File: src/rtl/led_chaser_pwm.sv
// LED chaser: a stepping head with an exponentially fading, PWM-dimmed trail.
// Optional feature: define LED_CHASER_BTN_SYNC_EN to synchronise buttons/mode.
module led_chaser_pwm #(
  parameter int N_CH     = 16,
  parameter int PWM_W    = 8,
  parameter int BASE_DIV = 1000000
) (
  input  logic                    clk,
  input  logic                    rst,
  input  logic [4:0]              buttons,
  input  logic [1:0]              mode,
  output logic [N_CH-1:0]         led,
  output logic [$clog2(N_CH)-1:0] pos,
  output logic                    step
);

  localparam int POS_W = $clog2(N_CH);
  localparam int DIV_W = $clog2(5 * BASE_DIV + 1);
  localparam logic [PWM_W-1:0] MAX  = '1;
  localparam logic [POS_W-1:0] LAST = POS_W'(N_CH - 1);

  typedef enum logic [1:0] {
    MODE_UP     = 2'b00,
    MODE_DOWN   = 2'b01,
    MODE_BOUNCE = 2'b10,
    MODE_FREEZE = 2'b11
  } mode_e;

  typedef enum logic {
    DIR_DOWN = 1'b0,
    DIR_UP   = 1'b1
  } dir_e;

  logic [4:0] btn_use;
  mode_e      mode_use;

`ifdef LED_CHASER_BTN_SYNC_EN
  logic [4:0] btn_s1, btn_s2;
  logic [1:0] mode_s1, mode_s2;

  always_ff @(posedge clk) begin
    if (rst) begin
      btn_s1  <= '0;
      btn_s2  <= '0;
      mode_s1 <= '0;
      mode_s2 <= '0;
    end else begin
      btn_s1  <= buttons;
      btn_s2  <= btn_s1;
      mode_s1 <= mode;
      mode_s2 <= mode_s1;
    end
  end

  assign btn_use  = btn_s2;
  assign mode_use = mode_e'(mode_s2);
`else
  assign btn_use  = buttons;
  assign mode_use = mode_e'(mode);
`endif

  // Step divider; the period only changes at a wrap so a period is never cut short.
  logic [DIV_W-1:0] div_cnt, p_q, p_sel;
  logic             tick;

  always_comb begin
    case (btn_use)
      5'b00001: p_sel = DIV_W'(5 * BASE_DIV);
      5'b00010: p_sel = DIV_W'(4 * BASE_DIV);
      5'b00100: p_sel = DIV_W'(3 * BASE_DIV);
      5'b01000: p_sel = DIV_W'(2 * BASE_DIV);
      5'b10000: p_sel = DIV_W'(BASE_DIV);
      default:  p_sel = DIV_W'(5 * BASE_DIV);
    endcase
  end

  assign tick = (div_cnt == p_q - DIV_W'(1));

  always_ff @(posedge clk) begin
    if (rst) begin
      div_cnt <= '0;
      p_q     <= DIV_W'(5 * BASE_DIV);
      step    <= 1'b0;
    end else begin
      step <= tick;
      if (tick) begin
        div_cnt <= '0;
        p_q     <= p_sel;
      end else begin
        div_cnt <= div_cnt + DIV_W'(1);
      end
    end
  end

  dir_e             dir, dir_nxt;
  logic [POS_W-1:0] pos_nxt;

  always_comb begin
    pos_nxt = pos;
    dir_nxt = dir;
    if (tick) begin
      case (mode_use)
        MODE_UP: begin
          pos_nxt = (pos == LAST) ? '0 : pos + POS_W'(1);
          dir_nxt = DIR_UP;
        end
        MODE_DOWN: begin
          pos_nxt = (pos == '0) ? LAST : pos - POS_W'(1);
          dir_nxt = DIR_DOWN;
        end
        MODE_BOUNCE: begin
          if (dir == DIR_UP) begin
            if (pos == LAST) begin
              pos_nxt = pos - POS_W'(1);
              dir_nxt = DIR_DOWN;
            end else begin
              pos_nxt = pos + POS_W'(1);
            end
          end else begin
            if (pos == '0) begin
              pos_nxt = POS_W'(1);
              dir_nxt = DIR_UP;
            end else begin
              pos_nxt = pos - POS_W'(1);
            end
          end
        end
        default: begin
        end
      endcase
    end
  end

  always_ff @(posedge clk) begin
    if (rst) begin
      pos <= '0;
      dir <= DIR_UP;
    end else begin
      pos <= pos_nxt;
      dir <= dir_nxt;
    end
  end

  // Trail distance behind the head; bounce mode never wraps the trail around.
  logic [PWM_W-1:0] target [N_CH];
  int               trail_p;
  int               trail_d;
  logic             trail_far;

  always_comb begin
    trail_p   = int'(pos);
    trail_d   = 0;
    trail_far = 1'b0;
    for (int i = 0; i < N_CH; i++) begin
      if (dir == DIR_UP) begin
        trail_d   = trail_p - i;
        trail_far = (i > trail_p);
      end else begin
        trail_d   = i - trail_p;
        trail_far = (i < trail_p);
      end
      if (trail_d < 0) trail_d = trail_d + N_CH;
      if (mode_use == MODE_BOUNCE && trail_far) target[i] = '0;
      else if (trail_d < PWM_W)                  target[i] = MAX >> trail_d;
      else                                       target[i] = '0;
    end
  end

  logic [PWM_W-1:0] cnt;
  logic [PWM_W-1:0] duty_q [N_CH];

  always_ff @(posedge clk) begin
    if (rst) begin
      cnt <= '0;
      led <= '0;
      for (int i = 0; i < N_CH; i++) duty_q[i] <= '0;
    end else begin
      cnt <= (cnt == MAX - PWM_W'(1)) ? '0 : cnt + PWM_W'(1);
      for (int i = 0; i < N_CH; i++) led[i] <= (cnt < duty_q[i]);
      if (cnt == '0) begin
        for (int i = 0; i < N_CH; i++) duty_q[i] <= target[i];
      end
    end
  end

endmodule

File: config.mk
export PLATFORM = sky130hd
export DESIGN_NAME = led_chaser_pwm
export DESIGN_NICKNAME = d
export VERILOG_FILES = /design/src/rtl/led_chaser_pwm.sv
export SDC_FILE = /design/constraint.sdc
export NUM_CORES = 1
export LEC_CHECK = 0
export ABC_AREA = 1
export BUFFER_PORTS_ARGS = -buffer_cell sky130_fd_sc_hd__buf_2
export CAP_MARGIN = 30
export CORE_AREA = 2 2 149 151
export CTS_CLUSTER_SIZE = 16
export DETAILED_ROUTE_END_ITERATION = 7
export DIE_AREA = 0 0 151 153
export PLACE_DENSITY = 0.71
export SYNTH_ARGS = -nofsm -noshare
export SYNTH_HDL_FRONTEND = slang
export SYNTH_SLANG_ARGS = --single-unit
File: constraint.sdc
create_clock -name clk -period 13.72 [get_ports clk]
set_clock_uncertainty 0.15 [all_clocks]
set_input_delay 2.058 -clock clk [delete_from_list [all_inputs] [get_ports clk]]
set_output_delay 2.058 -clock clk [all_outputs]
set_load 0.05 [all_outputs]
* Yosys cells after proc, flatten, opt, wreduce, memory -nomap -nowiden
Memories as Yosys holds them, arrays and structs flattened.
Cells that the tools add are included.
** Operators by class
- Add/subtract/negate cells :: 52
- Magnitude comparators :: 78
- Equal/unequal tests :: 9
- Shift operators :: 16
- Muxes and demuxes :: 112
- Bitwise operators :: 16
- Reduce and logical (&&, ||, !) cells :: 23
** Operators with widths (number)
- 2-to-1 mux 32 bit :: 32
- adder 32 x 6 -> 32 bit (second input constant) :: 16
- < comparator 32 x 1 -> 1 bit (second input constant) :: 16
- < comparator 32 x 5 -> 1 bit (second input constant) :: 16
- >> shifter 8 x 32 -> 8 bit (first input constant) :: 16
- 2-to-1 mux 8 bit :: 48
- < comparator 8 bit :: 16
- one-hot mux 23 bit (4 select lines) :: 1
- subtractor 4 x 4 -> 5 bit (first input constant) :: 8
- subtractor 4 x 4 -> 5 bit (second input constant) :: 8
- greater-than comparator 4 bit (first input constant) :: 8
- < comparator 4 bit (first input constant) :: 7
- 2-to-1 mux 1 bit :: 24
- adder 23 x 1 -> 23 bit (second input constant) :: 1
- == test 23 bit :: 1
- subtractor 23 x 1 -> 23 bit (second input constant) :: 1
- 2-to-1 mux 4 bit :: 5
- subtractor 3 x 4 -> 5 bit (first input constant) :: 4
- subtractor 4 x 3 -> 5 bit (second input constant) :: 4
- greater-than comparator 3 x 4 -> 1 bit (first input constant) :: 4
- logical AND 1 bit :: 16
- < comparator 3 x 4 -> 1 bit (first input constant) :: 4
- bitwise OR 1 bit :: 16
- one-hot mux 4 bit (3 select lines) :: 1
- other kinds (26) :: 33
** Word-level totals
- Register bits :: 76
- Memory bits (writable) :: 128
- Input port bits :: 9
- Output and inout bits :: 21
- Word-level logic and storage cells :: 314
- Memories kept :: 1
** Memories
- duty_q :: depth 16, bits a word 8, rd ports 16, clocked after Yosys merged registers in 0, wr ports 16, line 170 : logic [PWM_W-1:0] duty_q [N_CH];

* Longest topological paths before layout
- Depth after elaboration :: 8
- Mapped depth :: 15
- Depth with buffers taken out :: 15

* Worst setup path before layout
OpenSTA, ideal clock, no wires.
- Path kind :: reg2reg
- Start point :: register cnt[0]
- End point :: memory duty_q[0][0], enable pin
- Arrival :: 9909 ps
- Required time :: 12778 ps
- Setup slack :: 2869 ps
- Stages on the path, launching flop included :: 6
- Path buffers :: 1
- Period minus slack after synthesis :: 10851 ps
- Cell sequence :: dfxtp_1 > inv_1 > clkbuf_1 > ha_1 > nand2_1 > o21ai_0
** RTL lines
- from (decl) :: line 169 : logic [PWM_W-1:0] cnt;
- from (signal assigned) :: line 178 : cnt <= (cnt == MAX - PWM_W'(1)) ? '0 : cnt + PWM_W'(1);
- to (decl) :: line 170

==> impl_metrics.py <==
metrics = {
    "global_route": {
        "grt_pass1_wl_mm": 43.2,
        "grt_max_degree": 66,
        "antenna_found_initial": 2,
        "gr-total-overflow": 0,
        "grt_usage_pct": 23.8,
        "grt_pass1_vias": 8806,
    },
    "cts": {
        "clk_latency_ns": 0.44,
        "cts_hold_buf": 0,
        "cts_tree": "yes",
        "post_cts_buffers": 0,
        "root_buffer": "clkbuf_16",
        "numCtsBuffers": 17,
        "cts_num_sinks": 189,
        "cts_htree_levels": 4,
        "post_cts_resized": 0,
        "cts_max_path_buffers": 2,
        "clk_pin_slew_ns": 0.07,
    },
    "sta": {
        "min_period_over_period_pct": 36.9,
        "tns_ns": 0,
        "setup_viol": 0,
        "max_slew_margin_pct": 35.7,
        "drv_slew": 0,
        "grt_setup_unrepaired": "no",
        "period_needed_ns": 5.06,
        "max_clock_freq_mhz": 197,
        "hold_viol": 0,
        "tightest_slew_ns": 0.958,
        "setup_slack_ns": 8.66,
    },
    "synth": {
        "syn_nets": 1535,
        "synth_seq_area_share_pct": 43.7,
        "async_reset_ff_share_pct": 0,
        "synth_ff_type": "edfxtp_1",
        "yosys_warnings": 0,
        "avgSynthCellArea_sq_um": 8.39,
        "yosysTopAreaCellShare_pct": 33.1,
        "ys_ff_latch": 189,
        "synth_cell_types": 44,
        "synth_common_cells": "259 x inv_1, 213 x nand2_1, 178 x nor2_1, 143 x ha_1, 128 x edfxtp_1",
        "synthTopCellsByArea": "edfxtp_1 33%, ha_1 15%, dfxtp_1 11%",
        "syn-instance-count": 1383,
        "synth_edf_count": 128,
        "netlist_area_sq_um": 11600,
        "synth.largest_area_cell": "edfxtp_1",
        "synth.most_common_cell": "inv_1",
    },
    "cells_and_area": {
        "fin_area_sq_um": 12700,
        "synthToLayoutAreaGrowth_pct": 9.27,
        "nNetsFinal": 1578,
        "drive_above_1_share_pct": 7.02,
        "num-fill-cells": 1902,
    },
    "power": {
        "max-vdd-ir-drop_uv": 77.8,
        "power_frac_clock_pct": 37.1,
        "switchingPower_uw": 341,
        "power_frac_comb_pct": 11.6,
        "power.leakage_nw": 5.84,
        "power_frac_seq_pct": 51.4,
        "powerDensity_nw_per_um2": 102,
        "power_mw": 1.30,
        "p_sw_share_pct": 26.3,
        "p_int_uw": 956,
    },
    "route": {
        "wl_per_cell_um": 15.4,
        "drt_first_pass_iters": 5,
        "vias": 9206,
        "first_iter_violations": 559,
        "wl_mm": 26.4,
        "drc": 0,
        "viasPerCell": 5.35,
        "ant_nets": 0,
    },
    "floorplan": {
        "dieArea_sq_um": 23100,
        "ioPinCount": 30,
        "start_util_pct": 54.0,
        "die_h_um": 153,
        "die_w_um": 151,
        "rows": 54,
        "core_area_sq_um": 21500,
    },
    "place": {
        "io_buffer_count": 29,
        "dp_slack_ns": 8.24,
        "hpwl_mm": 18.2,
        "place_area_sq_um": 12100,
        "gp_congestion": 0.917,
    },
    "worst_setup_path": {
        "critical_path_arrival_ns": 4.98,
        "cp_max_fo": 65,
        "critical_path_class": "primary input to flip-flop",
        "startpoint_type": "primary input",
        "critical_path_required_ns": 13.63,
        "endpoint_kind": "flip-flop",
    },
    "run": {
        "drv_cap": 0,
    },
    "run_status": {
        "run_status": "finished clean",
    },
    "worst_hold_path": {
        "hp-class": "flip-flop to flip-flop",
    },
}
==> stage by stage <==
step	utilization, %	cells	hold WS, ns
after global placement	56.3	1686	0.294
after detailed placement	56.3	1687	0.300
after floorplan	-	1383	0.280
after global routing	59.0	1720	0.352
after CTS	59.0	1719	0.317
final	59.0	1720	0.311
==> critical path, cell delays in order <==
cell and delay (ns):
buf_2 0.53, clkinv_1 0.72, o21ai_4 0.19, buf_4 0.66, buf_4 0.76
==> power by group through the flow <==
stage,registers (mW),clock network (mW),logic (mW)
after floorplan,0.710,0,0.0908
after global placement,0.680,0,0.140
after detailed placement,0.680,0,0.150
after CTS,0.667,0.491,0.152
after global routing,0.671,0.510,0.172
final,0.667,0.481,0.150
==> flip-flops by register name (all words and copies together), names as in the netlist <==
register and count:
duty_q 128, dir 1, p_q 8, cnt 8
step 1, led 16, pos 4, div_cnt 23
==> metal layers <==
metal | wire, um | track usage (%) | vias to the layer above | share of wire, %
met5 | 13 | 0 | - | 0.049
met4 | 514 | 7.34 | 2 | 1.9
met3 | 1360 | 4.09 | 37 | 5.1
met2 | 13400 | 42.3 | 228 | 51
met1 | 11100 | 29.5 | 4299 | 42
li1 | - | - | 4640 | -
==> cell families after synthesis <==
group / after synthesis / synth area share [%]
multiplexers: 1 / 0.0863
AND/OR/NAND/NOR: 537 / 19.9
AO/OA/AOI/OAI: 216 / 10.3
flip-flops: 189 / 43.7
buffers and inverters: 281 / 9.34
XOR/XNOR: 16 / 1.21
adder cells (fa/ha/maj): 143 / 15.4
==> path summary, 6_finish.rpt <==
kind / start / end / slack [ns] / depth (start not counted)
max: rst / duty_q[1][28] / 8.66 / 5
min: cnt[0] / cnt[0] / 0.31 / 1
max reg2reg: pos[1] / duty_q[0][1] / 9.81 / 9
min reg2reg: cnt[0] / cnt[0] / 0.31 / 1
==> cells in the final DEF (no fill, tap or decap), drive strengths merged <==
cell and instances:
nor4 3, o211ai 17, a21boi 16, nand2 216, nand3b 3, o221ai 1, o22ai 1, mux2i 1
ha 143, o31ai 2, nor3 34, or2 7, o21bai 1, dfxtp 61, and2 1, nor2 185
o21ai 55, clkbuf 17, bufinv 1, a31oi 1, clkinvlp 4, nor3b 3, xnor2 2, nand3 68
xor2 14, o41ai 1, clkinv 6, nand4 17, diode 1, inv 269, buf 40, edfxtp 128
a21oi 121
==> cell type report <==
cell class	count	area, sq um	area share, %
timing repair buffer	40	235	1.86
clock inverter	15	139	1.10
antenna	1	2.50	0.0197
tap	280	350	2.76
inverter	265	995	7.85
sequential	189	5060	40.0
clock buffer	17	425	3.36
multi-input combinational	913	5460	43.1
(Power assumes the default switching activity.)
